--- config.mk ---
export PLATFORM = sky130hd
export DESIGN_NAME = req_key_sink_flat
export DESIGN_NICKNAME = d
export VERILOG_FILES = /design/src/rtl/req_key_sink_pkg.sv /design/src/rtl/req_key_sink_if.sv /design/src/rtl/req_key_sink_key_fifo.sv /design/src/rtl/req_key_sink.sv /design/src/flat_wrapper.sv
export SDC_FILE = /design/constraint.sdc
export NUM_CORES = 1
export LEC_CHECK = 0
export CORE_MARGIN = 3
export CORE_UTILIZATION = 60
export CTS_CLUSTER_DIAMETER = 30
export DETAILED_ROUTE_END_ITERATION = 7
export DONT_BUFFER_PORTS = 1
export PLACE_DENSITY = 0.76
export REMOVE_ABC_BUFFERS = 1
export SETUP_SLACK_MARGIN = 0.1
export SKIP_LAST_GASP = 1
export SLEW_MARGIN = 20
export SYNTH_ARGS = -nofsm -noshare
export SYNTH_HDL_FRONTEND = slang
export SYNTH_SLANG_ARGS = --single-unit
--- constraint.sdc ---
create_clock -name clk -period 2.5 [get_ports clk]
set_clock_uncertainty 0.1 [all_clocks]
set_input_delay 0.25 -clock clk [delete_from_list [all_inputs] [get_ports clk]]
set_output_delay 0.25 -clock clk [all_outputs]
set_load 0.01 [all_outputs]
--- src/rtl/req_key_sink_pkg.sv ---
`default_nettype none
// ============================================================================
// Package     : req_key_pkg
// Description : Shared defaults and key type for the key-request sink.
// Revision    : 1.0 - initial release
// ============================================================================
package req_key_pkg;

  // Default geometry of the sink and its buffer.
  localparam int KEY_W_DEF = 4;
  localparam int DEPTH_DEF = 4;
  localparam int CNT_W_DEF = 16;

  // Key as carried on the request bus at the default width.
  typedef logic [KEY_W_DEF-1:0] key_t;

  // Key that must follow k in the sequence; wraps from all-ones to zero.
  function automatic key_t next_key(input key_t k);
    return k + key_t'(1);
  endfunction

endpackage
`default_nettype wire

--- src/rtl/req_key_sink_if.sv ---
`default_nettype none
// ============================================================================
// Interface   : req_key_sink_if
// Description : Request/ack handshake from the key producer plus the
//               valid/ready output stream of buffered keys.
// Revision    : 1.0 - initial release
// ============================================================================
interface req_key_sink_if
  import req_key_pkg::*;
#(
  parameter int KEY_W = KEY_W_DEF
);

  logic             req;
  logic [KEY_W-1:0] req_key;
  logic             ack;
  logic             out_valid;
  logic [KEY_W-1:0] out_key;
  logic             out_ready;

  // Environment side: offers keys and consumes the output stream.
  modport master (
    output req,
    output req_key,
    output out_ready,
    input  ack,
    input  out_valid,
    input  out_key
  );

  // Sink side: acknowledges keys and presents the buffered head.
  modport slave (
    input  req,
    input  req_key,
    input  out_ready,
    output ack,
    output out_valid,
    output out_key
  );

endinterface
`default_nettype wire

--- src/rtl/req_key_sink_key_fifo.sv ---
`default_nettype none
// ============================================================================
// Module      : key_fifo
// Description : Synchronous FIFO, power-of-two depth, no bypass. The head
//               entry is read straight from storage, so a word written at an
//               edge becomes visible on dout right after that edge.
// Revision    : 1.0 - initial release
// ============================================================================
module key_fifo #(
  parameter  int DEPTH = 4,
  parameter  int WIDTH = 4,
  localparam int AW    = $clog2(DEPTH),
  localparam int CW    = AW + 1
) (
  input  wire logic             clk,
  input  wire logic             rst_n,
  input  wire logic             push,
  input  wire logic             pop,
  input  wire logic [WIDTH-1:0] din,
  output logic      [WIDTH-1:0] dout,
  output logic      [CW-1:0]    count,
  output logic                  empty,
  output logic                  full
);

  localparam logic [CW-1:0] c_depth = CW'(DEPTH);

  logic [WIDTH-1:0] r_mem [DEPTH];
  logic [AW-1:0]    r_wr_ptr;
  logic [AW-1:0]    r_rd_ptr;
  logic [CW-1:0]    r_count;

  // Storage write; cleared on reset so the head reads zero out of reset.
  always_ff @(posedge clk or negedge rst_n) begin
    if (!rst_n) begin
      for (int i = 0; i < DEPTH; i++) begin
        r_mem[i] <= '0;
      end
    end else if (push) begin
      r_mem[r_wr_ptr] <= din;
    end
  end

  // Pointers wrap naturally because DEPTH is a power of two.
  always_ff @(posedge clk or negedge rst_n) begin
    if (!rst_n) begin
      r_wr_ptr <= '0;
      r_rd_ptr <= '0;
    end else begin
      if (push) r_wr_ptr <= r_wr_ptr + AW'(1);
      if (pop)  r_rd_ptr <= r_rd_ptr + AW'(1);
    end
  end

  // Occupancy; a simultaneous push and pop leaves it unchanged.
  always_ff @(posedge clk or negedge rst_n) begin
    if (!rst_n) begin
      r_count <= '0;
    end else begin
      case ({push, pop})
        2'b10:   r_count <= r_count + CW'(1);
        2'b01:   r_count <= r_count - CW'(1);
        default: r_count <= r_count;
      endcase
    end
  end

  assign dout  = r_mem[r_rd_ptr];
  assign count = r_count;
  assign empty = (r_count == '0);
  assign full  = (r_count == c_depth);

endmodule
`default_nettype wire

--- src/rtl/req_key_sink.sv ---
`default_nettype none
// ============================================================================
// Module      : req_key_sink
// Description : Consumer of the key-request producer. Acknowledges keys with
//               a fully registered ack, checks that keys arrive in order
//               (wrapping at 2^KEY_W), buffers them in a FIFO and presents
//               them on a valid/ready stream.
// Revision    : 1.0 - initial release
// ============================================================================
module req_key_sink
  import req_key_pkg::*;
#(
  parameter int DEPTH = DEPTH_DEF,
  parameter int KEY_W = KEY_W_DEF,
  parameter int CNT_W = CNT_W_DEF
) (
  input  wire logic             clk,
  input  wire logic             rst_n,
  req_key_sink_if.slave         bus,
  output logic                  err,
  output logic      [KEY_W-1:0] err_key,
  input  wire logic             err_clr,
  output logic      [CNT_W-1:0] xfer_cnt
);

  localparam int            c_cw    = $clog2(DEPTH) + 1;
  localparam logic [c_cw-1:0] c_depth = c_cw'(DEPTH);

  logic             r_ack;
  logic [KEY_W-1:0] r_expected;
  logic             r_err;
  logic [KEY_W-1:0] r_err_key;
  logic [CNT_W-1:0] r_xfer_cnt;

  logic             w_push;
  logic             w_pop;
  logic             w_empty;
  logic             w_full;
  logic [c_cw-1:0]  w_count;
  logic [c_cw-1:0]  w_count_next;
  logic [KEY_W-1:0] w_dout;
  logic             w_mismatch;

  // ack is registered and only ever high while there is room, so the full
  // term is redundant protection against overflow rather than flow control.
  assign w_push       = bus.req && r_ack && !w_full;
  assign w_pop        = !w_empty && bus.out_ready;
  assign w_count_next = w_count + c_cw'(w_push) - c_cw'(w_pop);
  assign w_mismatch   = (bus.req_key != r_expected);

  key_fifo #(
    .DEPTH (DEPTH),
    .WIDTH (KEY_W)
  ) u_key_fifo (
    .clk   (clk),
    .rst_n (rst_n),
    .push  (w_push),
    .pop   (w_pop),
    .din   (bus.req_key),
    .dout  (w_dout),
    .count (w_count),
    .empty (w_empty),
    .full  (w_full)
  );

  // Grant the next transfer only if the occupancy after this edge leaves
  // room; a pop while full therefore reopens ack one cycle later.
  always_ff @(posedge clk or negedge rst_n) begin
    if (!rst_n) begin
      r_ack <= 1'b0;
    end else begin
      r_ack <= (w_count_next < c_depth);
    end
  end

  // Track the key that must come next; resync on every push, even a bad one.
  always_ff @(posedge clk or negedge rst_n) begin
    if (!rst_n) begin
      r_expected <= '0;
    end else if (w_push) begin
      r_expected <= bus.req_key + KEY_W'(1);
    end
  end

  // Sticky error keeping the first bad key; a new error beats a clear.
  always_ff @(posedge clk or negedge rst_n) begin
    if (!rst_n) begin
      r_err     <= 1'b0;
      r_err_key <= '0;
    end else if (w_push && w_mismatch) begin
      r_err <= 1'b1;
      if (!r_err || err_clr) begin
        r_err_key <= bus.req_key;
      end
    end else if (err_clr) begin
      r_err     <= 1'b0;
      r_err_key <= '0;
    end
  end

  // Free-running count of accepted transfers.
  always_ff @(posedge clk or negedge rst_n) begin
    if (!rst_n) begin
      r_xfer_cnt <= '0;
    end else if (w_push) begin
      r_xfer_cnt <= r_xfer_cnt + CNT_W'(1);
    end
  end

  assign bus.ack       = r_ack;
  assign bus.out_valid = !w_empty;
  assign bus.out_key   = w_dout;
  assign err           = r_err;
  assign err_key       = r_err_key;
  assign xfer_cnt      = r_xfer_cnt;

endmodule
`default_nettype wire
--- src/flat_wrapper.sv ---
// flat-port wrapper written by rule: the top's interface ports become plain ports
module req_key_sink_flat import req_key_pkg::*;
#(
  parameter int DEPTH = DEPTH_DEF,
  parameter int KEY_W = KEY_W_DEF,
  parameter int CNT_W = CNT_W_DEF
)
  (clk, rst_n, err, err_key, err_clr, xfer_cnt, bus_req, bus_req_key, bus_out_ready, bus_ack, bus_out_valid, bus_out_key);
  req_key_sink_if #(.KEY_W(KEY_W)) bus_i ();
  input  wire logic clk;
  input  wire logic rst_n;
  output logic err;
  output logic      [KEY_W-1:0] err_key;
  input  wire logic err_clr;
  output logic      [CNT_W-1:0] xfer_cnt;
  input wire logic [$bits(bus_i.req)-1:0] bus_req;
  input wire logic [$bits(bus_i.req_key)-1:0] bus_req_key;
  input wire logic [$bits(bus_i.out_ready)-1:0] bus_out_ready;
  output wire logic [$bits(bus_i.ack)-1:0] bus_ack;
  output wire logic [$bits(bus_i.out_valid)-1:0] bus_out_valid;
  output wire logic [$bits(bus_i.out_key)-1:0] bus_out_key;
  assign bus_i.req = bus_req;
  assign bus_i.req_key = bus_req_key;
  assign bus_i.out_ready = bus_out_ready;
  assign bus_ack = bus_i.ack;
  assign bus_out_valid = bus_i.out_valid;
  assign bus_out_key = bus_i.out_key;
  req_key_sink #(.DEPTH(DEPTH), .KEY_W(KEY_W), .CNT_W(CNT_W)) u_core (.clk(clk), .rst_n(rst_n), .bus(bus_i), .err(err), .err_key(err_key), .err_clr(err_clr), .xfer_cnt(xfer_cnt));
endmodule
==> impl_results.md, run 1 <==
- CTS buffer count: 5
- Die area: 4630 um2
- Slew headroom: 67.4%
- Root Buffer: clkbuf_8
- Cts hold-fix bufs: 6
- CP Depth: 9
- Leakage: 1.15 nW
- # IOs: 36
- Die W: 68.0 um
- Outcome: finished clean
- Final-report setup violation count: 0
- Starting density of the core: 65.6%
- Sequential area share after synthesis: 53.1%
- Most common cell after layout, fill and taps aside: dfrtp_1
- Min Tclk post-route: 2.22 ns
- Vias in the first global route: 1459
- Largest stage delay, worst path: 0.44 ns
- Setup TNS: 0 ns
- Clock Path Buffers: 2
- Filler cell count: 244
- Largest net degree at the start of global routing: 50
- CP endpoint kind: flip-flop
- Ys async rst share: 100%
- Flops & latches, synth: 49
- Unrepaired setup endpoints after global routing: false
- Synth Area per Inst: 12.6 um2
- Syn. warnings: 0
- Final hold violation count: 0
- Layout cell share with drive strength beyond 1: 17.9%
- Multi-input gate area: 1020 um2
- EDFF count, synth: 0
- WP data required: 2.62 ns
- Worst slew pin tran: 0.486 ns
- Worst hold path type: in -> reg
- Yosys cell types: 30
- CP Cell Sequence: nor3b_4, nor2_2, inv_2, ha_1, inv_1, fa_1, xor2_1, nor2_1, xor2_1
- IO buf count: 0
- Critical path type: reg -> reg
- Final period util: 88.9%
- CP Buf/Inv Count: 2
- CTS sink count: 49
- Global Route Usage Sum: 21.2%
- Power per cell area: 1130 nW/um2
- CTS tree: built
- Critical-path top delay cell: dfrtp_1
- Final ANT Viol Nets: 0
- Die height: 68.0 um
- Max Freq: 450 MHz
- Global placement routability congestion: 0.772
- Worst Setup Start Kind: flip-flop
- DRT Pass-1 Iters: 4
- Total grt overflow: 0
- Most Frequent Cell on Critical Path: xor2_1
- Setup ws final: 0.278 ns
- Vias/cell: 5.98
- CTS-repair resized insts: 0
- Dpl ws: 0.289 ns
- Delay-heaviest family, CP: adder cells
- Critical Path Fanout Max: 10
- DP HPWL: 3.03 mm
- Total Wirelength: 4.48 mm
- Core area: 3520 um2
- MaxCap Viol Count: 0
- Final nets: 215
- Max-slew violations: 0
- Starting DRT DRC Count: 93
- Commonest cells after routing, fill and taps aside: 49 x dfrtp_1, 24 x nand2_1, 21 x xnor2_1, 16 x mux2_2, 9 x ha_1
- Peak VDD IR: 0.000608 V
- First-pass GRT wire length: 7.01 mm
- FF+latch area: 1230 um2
- H-tree level count: 2
- Latest clock arrival within the worst-skew pair: 0.30 ns
- Worst-path clk slew: 0.09 ns
- Cell Area, Synth: 2310 um2
- Routed vias: 1446
- Rows: 21
- Area added between synthesis and finish: 10.1%
- Avg WL per Cell: 18.5 um
- Setup repair bufs after CTS: 0
- Final routed DRC violation total: 0
- Arr. time, crit path: 2.34 ns
- Hold Crit Depth: 2
- Worst r2r path cells: 9
- Antenna cells: 0
- Top_reg_cell synth: dfrtp_1
- Initial antenna violation count: 0
- Mapped Cells: 184
[power breakdown]
part | switching, mW | internal [mW] | total, mW
registers | 0.324 | 1.10 | 1.42
clock network | 0.251 | 0.219 | 0.470
logic | 0.466 | 0.515 | 0.981
total | 1.04 | 1.83 | 2.87
[state kept, by name, indices dropped and copies added, names as in the netlist]
register,cells
u_core.err,1
u_core.u_key_fifo.r_rd_ptr,2
u_core.bus.ack,1
u_core.u_key_fifo.count,3
u_core.u_key_fifo.r_mem,16
u_core.u_key_fifo.r_wr_ptr,2
u_core.xfer_cnt,16
u_core.err_key,4
u_core.r_expected,4
[layer usage]
| layer | up-vias | share of wire, % | GRT usage (%) |
|---|---|---|---|
| met5 | - | 0 | 0 |
| met4 | 0 | 2.3 | 8.93 |
| met3 | 13 | 5.5 | 6.90 |
| met2 | 39 | 51 | 34.8 |
| met1 | 742 | 42 | 25.6 |
| li1 | 652 | - | - |
[kinds of logic (layout without fill, tap and decap cells)]
family                     after synthesis  count (layout)  share of synthesized area, %
and+or+nand+nor                         51              51                          11.7
DFF                                     49              49                          53.1
xor gates and xnor gates                29              29                          11.0
muxes                                   21              21                          12.1
buffers and inverters                   14              26                          2.76
adders and majority gates               10              10                          5.74
AOI/OAI and AO/OA                       10              10                          3.58
[worst reg2reg max path: cells and delay by family, from the launching register on]
kind / cells / cell delay, ns
XOR/XNOR: 2 / 0.34
adder cells (fa/ha/maj): 2 / 0.57
flip-flops: 1 / 0.44
buffers and inverters: 2 / 0.20
AND/OR/NAND/NOR: 3 / 0.48
[synthesized netlist by cell type (2+ instances only)]
| library cell | n | area [um2] |
|---|---|---|
| nand2_1 | 24 | 90.1 |
| inv_1 | 8 | 30.0 |
| a22o_1 | 4 | 35.0 |
| xor2_1 | 8 | 70.1 |
| and2_1 | 3 | 18.8 |
| xnor2_1 | 21 | 184 |
| nand4_1 | 6 | 37.5 |
| ha_1 | 9 | 113 |
| nand3_1 | 5 | 25.0 |
| nor2_1 | 2 | 7.51 |
| nor3_2 | 2 | 20.0 |
| buf_2 | 2 | 10.0 |
| o21ai_0 | 4 | 20.0 |
| dfrtp_1 | 49 | 1230 |
| mux2_2 | 16 | 180 |
| mux4_2 | 4 | 90.1 |
| and3_1 | 4 | 25.0 |
[layout make-up]
class / instances / area share [%]
Inverter: 9 / 1.33
Tap cell: 46 / 2.26
Timing Repair Buffer: 10 / 4.53
Multi-Input combinational cell: 121 / 40.1
Clock inverter: 1 / 0.295
Clock buffer: 6 / 3.25
Sequential cell: 49 / 48.2
[metrics by stage]
stage / utilization [%] / instances / hold WS (ns) / power (mW) / area, um2
floorplan: - / 179 / -0.146 / 2.14 / 2280
global placement: 66.6 / 226 / -0.145 / 2.29 / 2340
detailed placement: 66.6 / 226 / -0.145 / 2.38 / 2340
CTS: 71.4 / 239 / 0.000378 / 2.88 / 2510
global route: 72.2 / 242 / 0.0126 / 3.07 / 2540
finish: 72.2 / 242 / 0.0410 / 2.87 / 2540
[final timing paths]
| check | to | startpoint | slack, ns |
|---|---|---|---|
| worst min register to register | u_core.u_key_fifo.r_mem[3]$_DFFE_PN0P_ | u_core.u_key_fifo.r_mem[3]$_DFFE_PN0P_ | 0.41 |
| worst min-delay path | u_core.err$_DFFE_PN0P_ | err_clr | 0.04 |
| max in group asynchronous | u_core.u_key_fifo.r_rd_ptr[0]$_DFFE_PN0P_ | rst_n | 1.73 |
| worst max-delay path | u_core.u_key_fifo.count[2]$_DFFE_PN0P_ | u_core.u_key_fifo.count[0]$_DFFE_PN0P_ | 0.28 |
| worst max register to register | u_core.u_key_fifo.count[2]$_DFFE_PN0P_ | u_core.u_key_fifo.count[0]$_DFFE_PN0P_ | 0.28 |
| min in group asynchronous | u_core.xfer_cnt[12]$_DFFE_PN0P_ | rst_n | 0.36 |
Power figures use the tool's default switching activity.
==> inputs of run 2 (changes only) <==
--- a/config.mk
+++ b/config.mk
@@ -6,11 +6,11 @@
 export NUM_CORES = 1
 export LEC_CHECK = 0
 export CORE_MARGIN = 3
-export CORE_UTILIZATION = 60
+export CORE_UTILIZATION = 56
 export CTS_CLUSTER_DIAMETER = 30
 export DETAILED_ROUTE_END_ITERATION = 7
 export DONT_BUFFER_PORTS = 1
-export PLACE_DENSITY = 0.76
+export PLACE_DENSITY = 0.74
 export REMOVE_ABC_BUFFERS = 1
 export SETUP_SLACK_MARGIN = 0.1
 export SKIP_LAST_GASP = 1
==> constraint.sdc (replaced) <==
create_clock -name clk -period 1.9 [get_ports clk]
set_clock_uncertainty 0.1 [all_clocks]
set_input_delay 0.19 -clock clk [delete_from_list [all_inputs] [get_ports clk]]
set_output_delay 0.19 -clock clk [all_outputs]
set_load 0.01 [all_outputs]
==> run 2 against run 1 <==
Against the previous run: maximum frequency grew 13%; worst setup slack worse by 0.35 ns; first-iteration DRC count fell by 22%; core utilization down 0.56 points; clock power rose by 61%; critical path depth shrank 1; the run now ends with setup timing left; combinational power increased by 66%; cell count grew 7.4%; critical endpoint unchanged; power rose by 47%; sequential power increased by 30%; cell area increased by 7.8%.
==> impl_results.md, run 2 (synthesis gave the netlist of run 1 again) <==
- Setup ws final: -0.0706 ns (was 0.278 ns)
- Most common cell after layout, fill and taps aside: dfrtp_1 (unchanged)
- Core area: 3830 um2 (was 3520 um2)
- Worst-path clk slew: 0.09 ns (about the same)
- Critical Path Fanout Max: 4 (was 10)
- DP HPWL: 3.00 mm (was 3.03 mm)
- Min Tclk post-route: 1.97 ns (was 2.22 ns)
- Arr. time, crit path: 2.05 ns (was 2.34 ns)
- Vias in the first global route: 1535 (was 1459)
- Leakage: 1.28 nW (was 1.15 nW)
- MaxCap Viol Count: 0 (unchanged)
- Final routed DRC violation total: 0 (unchanged)
- Power per cell area: 1540 nW/um2 (was 1130 nW/um2)
- Clock Path Buffers: 2 (unchanged)
- Antenna cells: 0 (unchanged)
- Vias/cell: 5.53 (was 5.98)
- Max-slew violations: 0 (unchanged)
- Critical path type: reg -> reg (unchanged)
- IO buf count: 0 (unchanged)
- Final ANT Viol Nets: 0 (unchanged)
- Area added between synthesis and finish: 18.7% (was 10.1%)
- Total grt overflow: 0 (unchanged)
- Worst hold path type: in -> reg (unchanged)
- DRT Pass-1 Iters: 4 (unchanged)
- Global Route Usage Sum: 19.2% (was 21.2%)
- Layout cell share with drive strength beyond 1: 30.2% (was 17.9%)
- CTS sink count: 49 (unchanged)
- Rows: 22 (was 21)
- Peak VDD IR: 0.000948 V (was 0.000608 V)
- Worst slew pin tran: 0.447 ns (was 0.486 ns)
- Slew headroom: 70.0% (was 67.4%)
- Reg2reg setup slack: -0.07 ns (was 0.28 ns)
- Die height: 70.2 um (was 68.0 um)
- First-pass GRT wire length: 7.53 mm (was 7.01 mm)
- CTS tree: built (unchanged)
- Final hold violation count: 0 (unchanged)
- Final-report setup violation count: 3 (was 0)
- Global placement routability congestion: 0.841 (was 0.772)
- Die W: 70.2 um (was 68.0 um)
- Avg WL per Cell: 16.8 um (was 18.5 um)
- Outcome: finished, violations left (was finished clean)
- WP data required: 1.98 ns (was 2.62 ns)
- CP endpoint: u_core.u_key_fifo.count[2]$_DFFE_PN0P_ (unchanged)
- Routed vias: 1439 (was 1446)
- Final period util: 104% (was 88.9%)
- CP startpoint: u_core.u_key_fifo.count[2]$_DFFE_PN0P_ (was u_core.u_key_fifo.count[0]$_DFFE_PN0P_)
- RR Endpoint: u_core.u_key_fifo.count[2]$_DFFE_PN0P_ (unchanged)
- Total Power: 4.22 mW (was 2.87 mW)
- Max Freq: 507 MHz (was 450 MHz)
- Total Wirelength: 4.36 mm (was 4.48 mm)
- Initial antenna violation count: 0 (unchanged)
- Commonest cells after routing, fill and taps aside: 47 x dfrtp_1, 21 x xnor2_1, 20 x nand2_1, 17 x buf_4, 16 x mux2_2 (was 49 x dfrtp_1, 24 x nand2_1, 21 x xnor2_1, 16 x mux2_2, 9 x ha_1)
- Final nets: 230 (was 215)
- Latest clock arrival within the worst-skew pair: 0.29 ns (was 0.30 ns)
- Root Buffer: clkbuf_8 (unchanged)
- CP endpoint kind: flip-flop (unchanged)
- Filler cell count: 248 (was 244)
- Die area: 4930 um2 (was 4630 um2)
- CTS buffer count: 5 (unchanged)
- Starting density of the core: 60.4% (was 65.6%)
- Worst r2r path cells: 8 (was 9)
- Worst r2r src: u_core.u_key_fifo.count[2]$_DFFE_PN0P_ (was u_core.u_key_fifo.count[0]$_DFFE_PN0P_)
- Starting DRT DRC Count: 73 (was 93)
- Unrepaired setup endpoints after global routing: true (was false)
- # IOs: 36 (unchanged)
- Final core utilization: 71.6% (was 72.2%)
- Failing checks: setup timing
- Worst Setup Start Kind: flip-flop (unchanged)
- Largest net degree at the start of global routing: 50 (unchanged)
- H-tree level count: 2 (unchanged)
[run 2: cell count changes in the layout (fill, tap and decap cells not counted), sizes merged]
cell	previous run	this run
buf	2	19
bufinv	0	1
dlygate4sd3	8	6
[run 2: how the worst min path moves through the flow]
| stage | startpoint | to | cells past startpoint |
|---|---|---|---|
| 2_1_floorplan | rst_n | u_core.bus.ack$_DFF_PN0_ | 0 |
| 3_3_place_gp | rst_n | u_core.xfer_cnt[6]$_DFFE_PN0P_ | 0 |
| 3_5_place_dp | rst_n | u_core.xfer_cnt[7]$_DFFE_PN0P_ | 0 |
| 4_1_cts | err_clr | u_core.err_key[2]$_DFFE_PN0P_ | 2 |
| 5_1_grt | bus_req_key[1] | u_core.r_expected[1]$_DFFE_PN0P_ | 3 |
| 6_report | bus_req_key[1] | u_core.r_expected[1]$_DFFE_PN0P_ | 3 |
[run 2: repair_timing]
action	CTS	global route
hold buffers	7	0
setup buffers	4	4
gates resized for setup	5	12
hold endpoints to repair	72	0
endpoints found under the setup margin	3	22
pin swaps	11	9
[run 2: cell type report]
| type | instances | area [um2] | area share (%) |
|---|---|---|---|
| Inverter | 9 | 33.8 | 1.23 |
| Sequential cell | 49 | 1230 | 44.8 |
| Multi-Input combinational cell | 121 | 1070 | 39.1 |
| Clock inverter | 2 | 37.5 | 1.37 |
| Clock buffer | 6 | 82.6 | 3.01 |
| Tap cell | 48 | 60.1 | 2.19 |
| Timing Repair Buffer | 25 | 226 | 8.26 |
[run 2: per-layer routing]
layer,share of wire [%],global-route usage (%),wire (um),vias up
li1,-,-,-,676
met1,41,24.0,1810,721
met2,53,33.0,2300,35
met3,4.4,4.89,192,7
met4,1.2,5.32,53,0
met5,0,0,0,-
[run 2: power breakdown]
part,switching [mW],total (mW),internal (mW)
sequential,0.386,1.84,1.45
combinational,0.726,1.63,0.902
clock,0.329,0.757,0.428
total,1.44,4.22,2.78
[run 2: worst max-delay path, stage by stage (launching register included)]
cell and delay (ns):
dfrtp_1 0.42, or3_4 0.40, and2_4 0.18, ha_4 0.16, inv_2 0.05, fa_2 0.18
xor2_1 0.15, nor2_1 0.07, xor2_1 0.14
[run 2: per-stage QoR]
step	setup TNS (ns)	instances	hold WS, ns	instance area (um2)	setup WS (ns)
finish	-0.119	260	0.0220	2740	-0.0706
global route	-0.294	260	0.00996	2740	-0.104
CTS	-0.153	258	0.0191	2690	-0.0990
detailed placement	-0.285	239	-0.205	2430	-0.131
global placement	-0.0252	239	-0.205	2430	-0.0252
floorplan	-0.578	179	-0.206	2280	-0.259
==> inputs of run 3 (changes only) <==
--- a/config.mk
+++ b/config.mk
@@ -10,6 +10,7 @@
 export CTS_CLUSTER_DIAMETER = 30
 export DETAILED_ROUTE_END_ITERATION = 7
 export DONT_BUFFER_PORTS = 1
+export GPL_TIMING_DRIVEN = 0
 export PLACE_DENSITY = 0.74
 export REMOVE_ABC_BUFFERS = 1
 export SETUP_SLACK_MARGIN = 0.1
==> run 3 against run 2 <==
Against the previous run: the flow still finishes with violations (setup timing); highest routed layer unchanged; cell count is 3.1% lower; register-to-register slack hardly changed; maximum frequency is 0.74% lower; wire length is 11% higher; power is 0.51% lower; critical path type unchanged; flip-flop and latch count stayed put; sequential power hardly changed; largest power group unchanged; core utilization is 1.5 points lower.
==> impl_results.md, run 3 (synthesis gave the netlist of run 1 again) <==
- Final hold violation count: 0 (unchanged)
- Power per cell area: 1560 nW/um2 (was 1540 nW/um2)
- Filler cell count: 261 (was 248)
- Starting density of the core: 60.4% (unchanged)
- Largest stage delay, worst path: 0.44 ns (was 0.42 ns)
- Critical-path top delay cell: dfrtp_2 (was dfrtp_1)
- Final-report setup violation count: 3 (unchanged)
- RR Endpoint: u_core.u_key_fifo.count[2]$_DFFE_PN0P_ (unchanged)
- Reg2reg setup slack: -0.09 ns (was -0.07 ns)
- Routed vias: 1464 (was 1439)
- Final period util: 104% (about the same)
- Avg WL per Cell: 19.2 um (was 16.8 um)
- # IOs: 36 (unchanged)
- First-pass GRT wire length: 7.99 mm (was 7.53 mm)
- Die W: 70.2 um (unchanged)
- Outcome: finished, violations left (unchanged)
- Worst-path clk slew: 0.09 ns (about the same)
- Most common cell after layout, fill and taps aside: dfrtp_1 (unchanged)
- Setup ws final: -0.0852 ns (was -0.0706 ns)
- Area added between synthesis and finish: 16.3% (was 18.7%)
- IO buf count: 0 (unchanged)
- Dpl ws: -0.627 ns (was -0.131 ns)
- Global placement routability congestion: 0.809 (was 0.841)
- Hold Crit Depth: 2 (was 3)
- Vias in the first global route: 1592 (was 1535)
- Critical path type: reg -> reg (unchanged)
- Largest net degree at the start of global routing: 50 (unchanged)
- Arr. time, crit path: 2.08 ns (was 2.05 ns)
- Unrepaired setup endpoints after global routing: true (unchanged)
- CTS sink count: 49 (unchanged)
- Failing checks: setup timing (unchanged)
- WP data required: 1.99 ns (was 1.98 ns)
- Commonest cells after routing, fill and taps aside: 46 x dfrtp_1, 21 x xnor2_1, 20 x nand2_1, 16 x mux2_2, 10 x buf_4 (was 47 x dfrtp_1, 21 x xnor2_1, 20 x nand2_1, 17 x buf_4, 16 x mux2_2)
- Worst r2r src: u_core.u_key_fifo.count[0]$_DFFE_PN0P_ (was u_core.u_key_fifo.count[2]$_DFFE_PN0P_)
- Global Route Usage Sum: 21.0% (was 19.2%)
- Initial antenna violation count: 0 (unchanged)
- CP startpoint: u_core.u_key_fifo.count[0]$_DFFE_PN0P_ (was u_core.u_key_fifo.count[2]$_DFFE_PN0P_)
- Delay-heaviest family, CP: simple AND/OR/NAND/NOR gates (unchanged)
- Antenna cells: 0 (unchanged)
- Total Wirelength: 4.83 mm (was 4.36 mm)
- Peak VDD IR: 0.000818 V (was 0.000948 V)
- Worst Setup Start Kind: flip-flop (unchanged)
- Clock Path Buffers: 2 (unchanged)
- Max Freq: 504 MHz (was 507 MHz)
- CP Depth: 8 (unchanged)
- H-tree level count: 2 (unchanged)
- DP HPWL: 3.02 mm (was 3.00 mm)
- Root Buffer: clkbuf_8 (unchanged)
- Setup TNS: -0.210 ns (was -0.119 ns)
- Worst Hold End: u_core.err_key[2]$_DFFE_PN0P_ (was u_core.r_expected[1]$_DFFE_PN0P_)
- Worst hold path type: in -> reg (unchanged)
- Final routed DRC violation total: 0 (unchanged)
- CP Cell Sequence: or3_4, and2_4, ha_4, inv_2, fa_2, xor2_1, nor2_1, xor2_1 (unchanged)
- Die height: 70.2 um (unchanged)
- Total Power: 4.20 mW (was 4.22 mW)
- Die area: 4930 um2 (unchanged)
- CTS buffer count: 5 (unchanged)
- CP Buf/Inv Count: 1 (unchanged)
- CTS tree: built (unchanged)
- Core area: 3830 um2 (unchanged)
- Slew headroom: 76.9% (was 70.0%)
- Starting DRT DRC Count: 96 (was 73)
- Final ANT Viol Nets: 0 (unchanged)
- Critical Path Fanout Max: 3 (was 4)
- CP endpoint kind: flip-flop (unchanged)
- Latest clock arrival within the worst-skew pair: 0.30 ns (was 0.29 ns)
- DRT Pass-1 Iters: 4 (unchanged)
- MaxCap Viol Count: 0 (unchanged)
- Worst slew pin tran: 0.345 ns (was 0.447 ns)
- Most Frequent Cell on Critical Path: xor2_1 (unchanged)
- Leakage: 1.20 nW (was 1.28 nW)
- Final nets: 222 (was 230)
- Vias/cell: 5.81 (was 5.53)
- Rows: 22 (unchanged)
- Total grt overflow: 0 (unchanged)
- Layout cell share with drive strength beyond 1: 28.4% (was 30.2%)
- Worst hold path startpoint: err_clr (was bus_req_key[1])
- Min Tclk post-route: 1.99 ns (was 1.97 ns)
- Max-slew violations: 0 (unchanged)
- Worst r2r path cells: 8 (unchanged)
## run 3: cell count changes in the layout (fill, tap and decap cells not counted), sizes merged
| cell | change |
|---|---|
| buf | -8 |
## run 3: worst max-delay path by stage
stage	slack (ns)	end
after CTS	-0.09	u_core.u_key_fifo.count[2]$_DFFE_PN0P_
final	-0.09	u_core.u_key_fifo.count[2]$_DFFE_PN0P_
after global routing	-0.14	u_core.u_key_fifo.count[2]$_DFFE_PN0P_
after global placement	-0.51	u_core.u_key_fifo.count[2]$_DFFE_PN0P_
after floorplan	-0.26	u_core.u_key_fifo.count[2]$_DFFE_PN0P_
after detailed placement	-0.63	u_core.u_key_fifo.count[2]$_DFFE_PN0P_
## run 3: layout make-up
cell class	count	area, um2	share of cell area, %
Multi-Input combinational cell	121	1080	40.1
Clock inverter	2	37.5	1.40
Sequential cell	49	1230	45.8
Timing Repair Buffer	17	163	6.06
Inverter	9	36.3	1.35
Tap cell	48	60.1	2.24
Clock buffer	6	82.6	3.08
## run 3: power by group
| group | leakage (nW) | total, mW | switching, mW | internal [mW] |
|---|---|---|---|---|
| Combinational | 0.528 | 1.56 | 0.729 | 0.834 |
| Clock | 0.0574 | 0.766 | 0.338 | 0.428 |
| Sequential | 0.615 | 1.87 | 0.418 | 1.45 |
| Total | 1.20 | 4.20 | 1.49 | 2.71 |
## run 3: worst register-to-register path, delay by kind of cell (launching register included)
family	cells	cell delay [ns]
flops	1	0.44
fa+ha+maj	2	0.34
buf+inv	1	0.05
simple gates	3	0.66
xor+xnor	2	0.29
## run 3: per-layer routing
layer | routed length (um) | track usage (%)
met1 | 1930 | 23.9
met2 | 2590 | 37.4
met3 | 204 | 4.89
met4 | 106 | 8.72
met5 | 0 | 0
## run 3: repair_timing
item	CTS	global route
gates resized for setup	10	9
gates cloned	0	0
buffers inserted	9	1
endpoints found under the hold margin	73	0
endpoints found under the setup margin	30	25
hold buffers	7	0
pin swaps	8	3
## run 3: per-stage QoR
step / instances / instance area (um2) / hold WS [ns] / util [%]
floorplan: 179 / 2280 / -0.206 / -
global placement: 227 / 2340 / -0.205 / 61.2
detailed placement: 227 / 2340 / -0.205 / 61.2
CTS: 251 / 2650 / 0.00641 / 69.1
global route: 252 / 2690 / 0.00199 / 70.2
finish: 252 / 2690 / 0.0139 / 70.2
